==> config.mk <==
export PLATFORM = sky130hd
export DESIGN_NAME = ifu_fetch_ctrl_flat
export DESIGN_NICKNAME = d
export VERILOG_FILES = /design/src/rtl/ifu_fetch_ctrl_pkg.sv /design/src/rtl/ifu_fetch_ctrl_if.sv /design/src/rtl/ifu_next_pc.sv /design/src/rtl/ifu_fetch_ctrl.sv /design/src/flat_wrapper.sv
export SDC_FILE = /design/constraint.sdc
export NUM_CORES = 1
export LEC_CHECK = 0
export CAP_MARGIN = 20
export CORE_MARGIN = 1.5
export CORE_UTILIZATION = 51
export DETAILED_ROUTE_END_ITERATION = 6
export MAX_ROUTING_LAYER = met4
export PLACE_DENSITY_LB_ADDON = 0.3
export SLEW_MARGIN = 20
export SYNTH_ARGS = -nofsm -noshare
export SYNTH_HDL_FRONTEND = slang
export SYNTH_SLANG_ARGS = --single-unit
==> constraint.sdc <==
create_clock -name clk -period 5.59 [get_ports clk]
set_input_delay 1.118 -clock clk [delete_from_list [all_inputs] [get_ports clk]]
set_output_delay 1.118 -clock clk [all_outputs]
set_load 0.05 [all_outputs]
==> src/rtl/ifu_fetch_ctrl_pkg.sv <==
`default_nettype none
// +----------------------------------------------------------------------+
// | Module      : ifu_fetch_ctrl_pkg                                     |
// | Description : Shared constants, fetch FSM state encoding and helper  |
// |               for the instruction-fetch controller.                  |
// | Revision    : 1.0 - initial release                                  |
// +----------------------------------------------------------------------+
package ifu_fetch_ctrl_pkg;

   localparam int          C_ADDR_W     = 32;
   localparam int          C_DATA_W     = 32;
   localparam logic [31:0] C_RST_PC     = 32'h8000_0000;
   localparam int          C_INST_BYTES = 4;

   typedef enum logic [1:0] {
      FETCH_IDLE = 2'b00,
      FETCH_ADDR = 2'b01,
      FETCH_DATA = 2'b10,
      FETCH_HOLD = 2'b11
   } fetch_state_e;

   // Any non-OKAY response (SLVERR/DECERR/EXOKAY) is treated as a fetch error.
   function automatic logic resp_is_err(input logic [1:0] resp);
      return resp != 2'b00;
   endfunction

endpackage
`default_nettype wire

==> src/rtl/ifu_fetch_ctrl_if.sv <==
`default_nettype none
// +----------------------------------------------------------------------+
// | Module      : ifu_fetch_ctrl_if                                      |
// | Description : Fetch-side bus bundle: AXI4-Lite AR/R channels to the  |
// |               instruction memory plus the valid/ready instruction    |
// |               channel to the IDU.                                    |
// |   master : fetch controller (drives arvalid/araddr/rready and the    |
// |            inst_valid/inst/pc/fetch_err outputs)                     |
// |   slave  : memory + IDU side (drives arready/rvalid/rdata/rresp and  |
// |            inst_ready)                                               |
// | Revision    : 1.0 - initial release                                  |
// +----------------------------------------------------------------------+
interface ifu_fetch_ctrl_if
   import ifu_fetch_ctrl_pkg::*;
#(
   parameter int ADDR_W = C_ADDR_W,
   parameter int DATA_W = C_DATA_W
);
   logic              arvalid;
   logic              arready;
   logic [ADDR_W-1:0] araddr;
   logic              rvalid;
   logic              rready;
   logic [DATA_W-1:0] rdata;
   logic [1:0]        rresp;
   logic              inst_valid;
   logic              inst_ready;
   logic [DATA_W-1:0] inst;
   logic [ADDR_W-1:0] pc;
   logic              fetch_err;

   modport master (
      output arvalid, araddr, rready, inst_valid, inst, pc, fetch_err,
      input  arready, rvalid, rdata, rresp, inst_ready
   );

   modport slave (
      input  arvalid, araddr, rready, inst_valid, inst, pc, fetch_err,
      output arready, rvalid, rdata, rresp, inst_ready
   );
endinterface
`default_nettype wire

==> src/rtl/ifu_next_pc.sv <==
`default_nettype none
// +----------------------------------------------------------------------+
// | Module      : ifu_next_pc                                            |
// | Description : Combinational next-PC select. Priority: reset value,   |
// |               then redirect target, then sequential pc+4 (wraps).    |
// |   rst         in  reset request                                      |
// |   branch_en_i in  redirect strobe                                    |
// |   dnpc_i      in  redirect target                                    |
// |   pc_i        in  current PC                                         |
// |   npc_o       out selected next PC                                   |
// | Revision    : 1.0 - initial release                                  |
// +----------------------------------------------------------------------+
module ifu_next_pc
   import ifu_fetch_ctrl_pkg::*;
#(
   parameter int                ADDR_W = C_ADDR_W,
   parameter logic [ADDR_W-1:0] RST_PC = ADDR_W'(C_RST_PC)
) (
   input  logic              rst,
   input  logic              branch_en_i,
   input  logic [ADDR_W-1:0] dnpc_i,
   input  logic [ADDR_W-1:0] pc_i,
   output logic [ADDR_W-1:0] npc_o
);

   always_comb begin
      npc_o = pc_i + ADDR_W'(C_INST_BYTES);
      if (branch_en_i) npc_o = dnpc_i;
      if (rst)         npc_o = RST_PC;
   end

endmodule
`default_nettype wire

==> src/rtl/ifu_fetch_ctrl.sv <==
`default_nettype none
// +----------------------------------------------------------------------+
// | Module      : ifu_fetch_ctrl                                         |
// | Description : Instruction-fetch sequencer. Owns the fetch PC, issues |
// |               one AXI4-Lite read at a time, holds the returned word  |
// |               for the IDU and discards beats made stale by an EXU    |
// |               redirect.                                              |
// |   clk, rst     synchronous active-high reset                         |
// |   branch_en_i  one-cycle redirect strobe                             |
// |   dnpc_i       redirect target                                       |
// |   bus          ifu_fetch_ctrl_if.master (AR/R channels, IDU channel) |
// | Revision    : 1.0 - initial release                                  |
// +----------------------------------------------------------------------+
module ifu_fetch_ctrl
   import ifu_fetch_ctrl_pkg::*;
#(
   parameter int                ADDR_W = C_ADDR_W,
   parameter int                DATA_W = C_DATA_W,
   parameter logic [ADDR_W-1:0] RST_PC = ADDR_W'(C_RST_PC)
) (
   input  logic              clk,
   input  logic              rst,
   input  logic              branch_en_i,
   input  logic [ADDR_W-1:0] dnpc_i,
   ifu_fetch_ctrl_if.master  bus
);

   fetch_state_e      state_q, state_d;
   logic [ADDR_W-1:0] pc_q, pc_d;
   logic              flush_q, flush_d;
   logic [ADDR_W-1:0] pc_next_q, pc_next_d;
   logic              redir_pend_q, redir_pend_d;
   logic [DATA_W-1:0] inst_q, inst_d;
   logic [ADDR_W-1:0] hold_pc_q, hold_pc_d;
   logic              err_q, err_d;
   logic [ADDR_W-1:0] w_npc;

   ifu_next_pc #(
      .ADDR_W (ADDR_W),
      .RST_PC (RST_PC)
   ) u_next_pc (
      .rst         (rst),
      .branch_en_i (branch_en_i),
      .dnpc_i      (dnpc_i),
      .pc_i        (pc_q),
      .npc_o       (w_npc)
   );

   always_comb begin
      state_d      = state_q;
      pc_d         = pc_q;
      flush_d      = flush_q;
      pc_next_d    = pc_next_q;
      redir_pend_d = redir_pend_q;
      inst_d       = inst_q;
      hold_pc_d    = hold_pc_q;
      err_d        = err_q;

      unique case (state_q)
         FETCH_IDLE: begin
            state_d = FETCH_ADDR;
            if (branch_en_i) pc_d = w_npc;
         end
         FETCH_ADDR: begin
            if (bus.arready) begin
               state_d      = FETCH_DATA;
               redir_pend_d = 1'b0;
               // A redirect seen while the address was on the bus makes the
               // outstanding beat stale; a redirect in this very cycle wins
               // over an older pending one.
               if (branch_en_i) begin
                  pc_d    = w_npc;
                  flush_d = 1'b1;
               end else if (redir_pend_q) begin
                  pc_d    = pc_next_q;
                  flush_d = 1'b1;
               end
            end else if (branch_en_i) begin
               // araddr must stay frozen until the handshake, so park the
               // target instead of touching pc_q.
               pc_next_d    = dnpc_i;
               redir_pend_d = 1'b1;
            end
         end
         FETCH_DATA: begin
            if (branch_en_i) begin
               pc_d    = w_npc;
               flush_d = 1'b1;
            end
            if (bus.rvalid) begin
               if (flush_q || branch_en_i) begin
                  state_d = FETCH_ADDR;
                  flush_d = 1'b0;
               end else begin
                  state_d   = FETCH_HOLD;
                  inst_d    = bus.rdata;
                  hold_pc_d = pc_q;
                  err_d     = resp_is_err(bus.rresp);
               end
            end
         end
         FETCH_HOLD: begin
            // Redirect takes priority over the IDU handshake; w_npc already
            // selects dnpc over pc+4.
            if (branch_en_i || bus.inst_ready) begin
               state_d = FETCH_ADDR;
               pc_d    = w_npc;
            end
         end
         default: state_d = FETCH_IDLE;
      endcase
   end

   always_ff @(posedge clk) begin
      if (rst) begin
         state_q      <= FETCH_IDLE;
         pc_q         <= w_npc;   // next-PC mux yields RST_PC under reset
         flush_q      <= 1'b0;
         pc_next_q    <= RST_PC;
         redir_pend_q <= 1'b0;
         inst_q       <= '0;
         hold_pc_q    <= RST_PC;
         err_q        <= 1'b0;
      end else begin
         state_q      <= state_d;
         pc_q         <= pc_d;
         flush_q      <= flush_d;
         pc_next_q    <= pc_next_d;
         redir_pend_q <= redir_pend_d;
         inst_q       <= inst_d;
         hold_pc_q    <= hold_pc_d;
         err_q        <= err_d;
      end
   end

   assign bus.arvalid    = (state_q == FETCH_ADDR);
   assign bus.araddr     = pc_q;
   assign bus.rready     = (state_q == FETCH_DATA);
   assign bus.inst_valid = (state_q == FETCH_HOLD);
   assign bus.inst       = inst_q;
   assign bus.pc         = hold_pc_q;
   assign bus.fetch_err  = err_q;

endmodule
`default_nettype wire
==> src/flat_wrapper.sv <==
// flat-port wrapper written by rule: the top's interface ports become plain ports
module ifu_fetch_ctrl_flat import ifu_fetch_ctrl_pkg::*;
#(
   parameter int                ADDR_W = C_ADDR_W,
   parameter int                DATA_W = C_DATA_W,
   parameter logic [ADDR_W-1:0] RST_PC = ADDR_W'(C_RST_PC)
)
  (clk, rst, branch_en_i, dnpc_i, bus_arvalid, bus_araddr, bus_rready, bus_inst_valid, bus_inst, bus_pc, bus_fetch_err, bus_arready, bus_rvalid, bus_rdata, bus_rresp, bus_inst_ready);
  ifu_fetch_ctrl_if #(.ADDR_W(ADDR_W), .DATA_W(DATA_W)) bus_i ();
  input  logic clk;
  input  logic rst;
  input  logic branch_en_i;
  input  logic [ADDR_W-1:0] dnpc_i;
  output wire logic [$bits(bus_i.arvalid)-1:0] bus_arvalid;
  output wire logic [$bits(bus_i.araddr)-1:0] bus_araddr;
  output wire logic [$bits(bus_i.rready)-1:0] bus_rready;
  output wire logic [$bits(bus_i.inst_valid)-1:0] bus_inst_valid;
  output wire logic [$bits(bus_i.inst)-1:0] bus_inst;
  output wire logic [$bits(bus_i.pc)-1:0] bus_pc;
  output wire logic [$bits(bus_i.fetch_err)-1:0] bus_fetch_err;
  input wire logic [$bits(bus_i.arready)-1:0] bus_arready;
  input wire logic [$bits(bus_i.rvalid)-1:0] bus_rvalid;
  input wire logic [$bits(bus_i.rdata)-1:0] bus_rdata;
  input wire logic [$bits(bus_i.rresp)-1:0] bus_rresp;
  input wire logic [$bits(bus_i.inst_ready)-1:0] bus_inst_ready;
  assign bus_arvalid = bus_i.arvalid;
  assign bus_araddr = bus_i.araddr;
  assign bus_rready = bus_i.rready;
  assign bus_inst_valid = bus_i.inst_valid;
  assign bus_inst = bus_i.inst;
  assign bus_pc = bus_i.pc;
  assign bus_fetch_err = bus_i.fetch_err;
  assign bus_i.arready = bus_arready;
  assign bus_i.rvalid = bus_rvalid;
  assign bus_i.rdata = bus_rdata;
  assign bus_i.rresp = bus_rresp;
  assign bus_i.inst_ready = bus_inst_ready;
  ifu_fetch_ctrl #(.ADDR_W(ADDR_W), .DATA_W(DATA_W), .RST_PC(RST_PC)) u_core (.clk(clk), .rst(rst), .branch_en_i(branch_en_i), .dnpc_i(dnpc_i), .bus(bus_i));
endmodule
==> flow_summary.yaml <==
outcome:
  outcome: "complete, no violations"
floorplan:
  fp.dieH_um: 111
  initial_utilization_pct: 51.9
  core_mm2: 0.0114
  die_area_mm2: 0.0122
  rows: 39
  io_pins: 172
  fp.dieW_um: 111
setup_path:
  cp-startpoint: "branch_en_i"
  r2r-end: "u_core.bus.araddr[17]"
  rr_worst_depth: 5
  reg2reg_setup_slack_ns: 3.27
  crit_path_max_fanout: 51
  endpoint_kind: "flop"
  rr_startpoint: "u_core.bus.araddr[5]"
  crit_required_ns: 5.63
  arrival_ns: 3.53
  start_kind: "primary input"
  critical_path_class: "in2reg"
  crit_end: "u_core.bus.araddr[6]"
clock_network:
  postCtsSetupBuffers: 0
  htreeDepth: 4
  clock_sink_count: 133
  ctsResizeCount: 0
  cts_hold_buf: 0
  cts.path.max_buffers: 2
  clkTransAtPathRegs_ns: 0.06
  root_buffer: "clkbuf_16"
  numCtsBuffers: 17
  cts_tree: "built"
  clk_latency_ns: 0.42
synthesis:
  netlist_area_mm2: 0.00590
  ys_async_sr_fraction_pct: 0
  yosys-top-cells-area: "dfxtp_1, edfxtp_1, nand2_1, a21oi_1, clkbuf_1"
  synthFlopType: "dfxtp_1"
  ys_warn_count: 0
  synth.net_count: 798
  synth_edf_count: 32
  synth_seq_cells: 133
  synth_top_area_cell: "dfxtp_1"
  syn_avg_cell_area_um2: 8.20
  synth_common_cells: "nand2_1, a21oi_1, dfxtp_1, clkbuf_1, edfxtp_1"
  synth_cell_types: 44
  netlist_instances: 720
  yosys.area.top_type_share_pct: 34.3
  synth.most_common_cell: "nand2_1"
  ys_seq_area_share_pct: 50.6
job:
  maxCapViolations: 0
routing:
  wl_mm: 16.2
  via_per_inst: 5.53
  drtIter0Drc: 508
  drc: 0
  post_drt_wl_per_cell_um: 15.9
  drt_pass1_iterations: 4
  ant_nets: 0
  num_vias: 5637
placement:
  dp_hpwl_mm: 10.7
  port_buffers: 171
  gp_congestion: 0.856
  place_area_mm2: 0.00765
grt:
  overflow: 0
  met2_usage_pct: 41.8
  grt_util_met1_pct: 34.7
  gr-usage-met3_pct: 6.48
  busiest_layer: "met2"
  grt_antenna_before_repair: 0
  grt_pass1_vias: 5491
  grt_max_degree: 74
  grt_usage_pct: 27.3
  grt_pass1_wl_mm: 26.4
layout:
  drive_above_1_share_pct: 5.47
  nNetsFinal: 942
  fin_area_mm2: 0.00830
  area_growth_pct: 40.7
  n_antenna_cell: 0
  final_util_pct: 73.0
sta:
  period_share_pct: 62.4
  relSlewSlack_pct: 41.2
  fin_skew_ns: 0.00863
  setup_tns_ns: 0
  period_minus_slack_ns: 3.49
  setup_viol: 0
  final_max_slew_viol_count: 0
  finalHoldViolCount: 0
  tightestPinTransition_ns: 0.883
  rsz0062_at_grt: "no"
  max_freq_mhz: 287
pwr:
  power.density_mw_per_mm2: 343
  leakagePower_nw: 2.88
  vdd_drop_max_mv: 0.203
  p_total_mw: 2.85
worst_hold_path:
  hp-class: "reg2reg"
  hp-start: "u_core.bus.pc[3]"
kinds of logic after synthesis:
family | count (synthesis) | synth area share [%]
and+or+nand+nor | 317 | 23.6
AOI/OAI and AO/OA | 172 | 15.9
DFF | 133 | 50.6
adders and majority gates | 6 | 1.27
xor gates and xnor gates | 24 | 3.56
muxes | 6 | 1.02
buffers and inverters | 62 | 4.09
stage by stage:
stage,cells,setup slack (ns),hold slack (ns)
CTS,1020,2.15,0.452
global placement,987,1.80,0.437
floorplan,720,3.05,0.431
global route,1020,1.94,0.471
finish,1020,2.10,0.455
detailed placement,988,1.72,0.444
sequential cells by signal, summed over array words and instances, names as in the netlist:
| signal | cells |
|---|---|
| u_core.pc_next_q | 32 |
| u_core.flush_q | 1 |
| u_core.bus.araddr | 32 |
| u_core.bus.pc | 32 |
| u_core.bus.inst | 32 |
| u_core.state_q | 2 |
| u_core.bus.fetch_err | 1 |
| u_core.redir_pend_q | 1 |
layout make-up:
| cell class | count | area, um2 |
|---|---|---|
| tap | 143 | 179 |
| inverter | 11 | 41.3 |
| clock inverter | 11 | 128 |
| timing repair buffer | 176 | 1760 |
| sequential | 133 | 2980 |
| multi-input combinational | 525 | 2690 |
| fill | 856 | 3070 |
| clock buffer | 21 | 526 |
layer usage:
| layer | share of wire (%) | up-vias |
|---|---|---|
| met5 | 0 | - |
| met4 | 2.7 | 0 |
| met3 | 7.3 | 42 |
| met2 | 48 | 250 |
| met1 | 42 | 2599 |
| li1 | - | 2746 |
layout by cell type, fill, tap and decap left out, types with 5 or more instances in the layout:
| cell type | Yosys | layout |
|---|---|---|
| and2_1 | 11 | 11 |
| xnor2_1 | 11 | 11 |
| mux2i_1 | 6 | 6 |
| o21ai_0 | 15 | 15 |
| clkbuf_16 | 0 | 21 |
| nand3_1 | 17 | 16 |
| nor2_1 | 27 | 26 |
| inv_1 | 11 | 11 |
| nand4_1 | 9 | 9 |
| nand2_1 | 219 | 219 |
| and3_1 | 8 | 7 |
| edfxtp_1 | 32 | 32 |
| xor2_1 | 13 | 13 |
| o22ai_1 | 11 | 11 |
| dfxtp_1 | 101 | 101 |
| ha_1 | 6 | 6 |
| clkdlybuf4s50_1 | 0 | 170 |
| a31oi_1 | 10 | 10 |
| nor3_1 | 6 | 6 |
| buf_4 | 0 | 5 |
| a21oi_1 | 121 | 121 |
critical path, cell delays in order:
cell	delay (ns)
clkdlybuf4s50_1	0.47
buf_4	0.42
inv_1	0.52
o21ai_0	0.20
a31o_2	0.75
report_power, final:
| group | internal (mW) | switching, mW |
|---|---|---|
| combinational | 0.184 | 0.320 |
| sequential | 1.05 | 0.0850 |
| clock | 0.768 | 0.433 |
| total | 2.01 | 0.839 |
worst min path at each step:
stage                     cells after the start              endpoint
after floorplan                               2  u_core.pc_next_q[14]
after global placement                        2  u_core.pc_next_q[20]
after detailed placement                      2  u_core.pc_next_q[25]
after CTS                                     2  u_core.pc_next_q[25]
after global routing                          2     u_core.bus.pc[29]
final                                         2      u_core.bus.pc[3]
No activity file was read; power rests on OpenSTA's default activity.
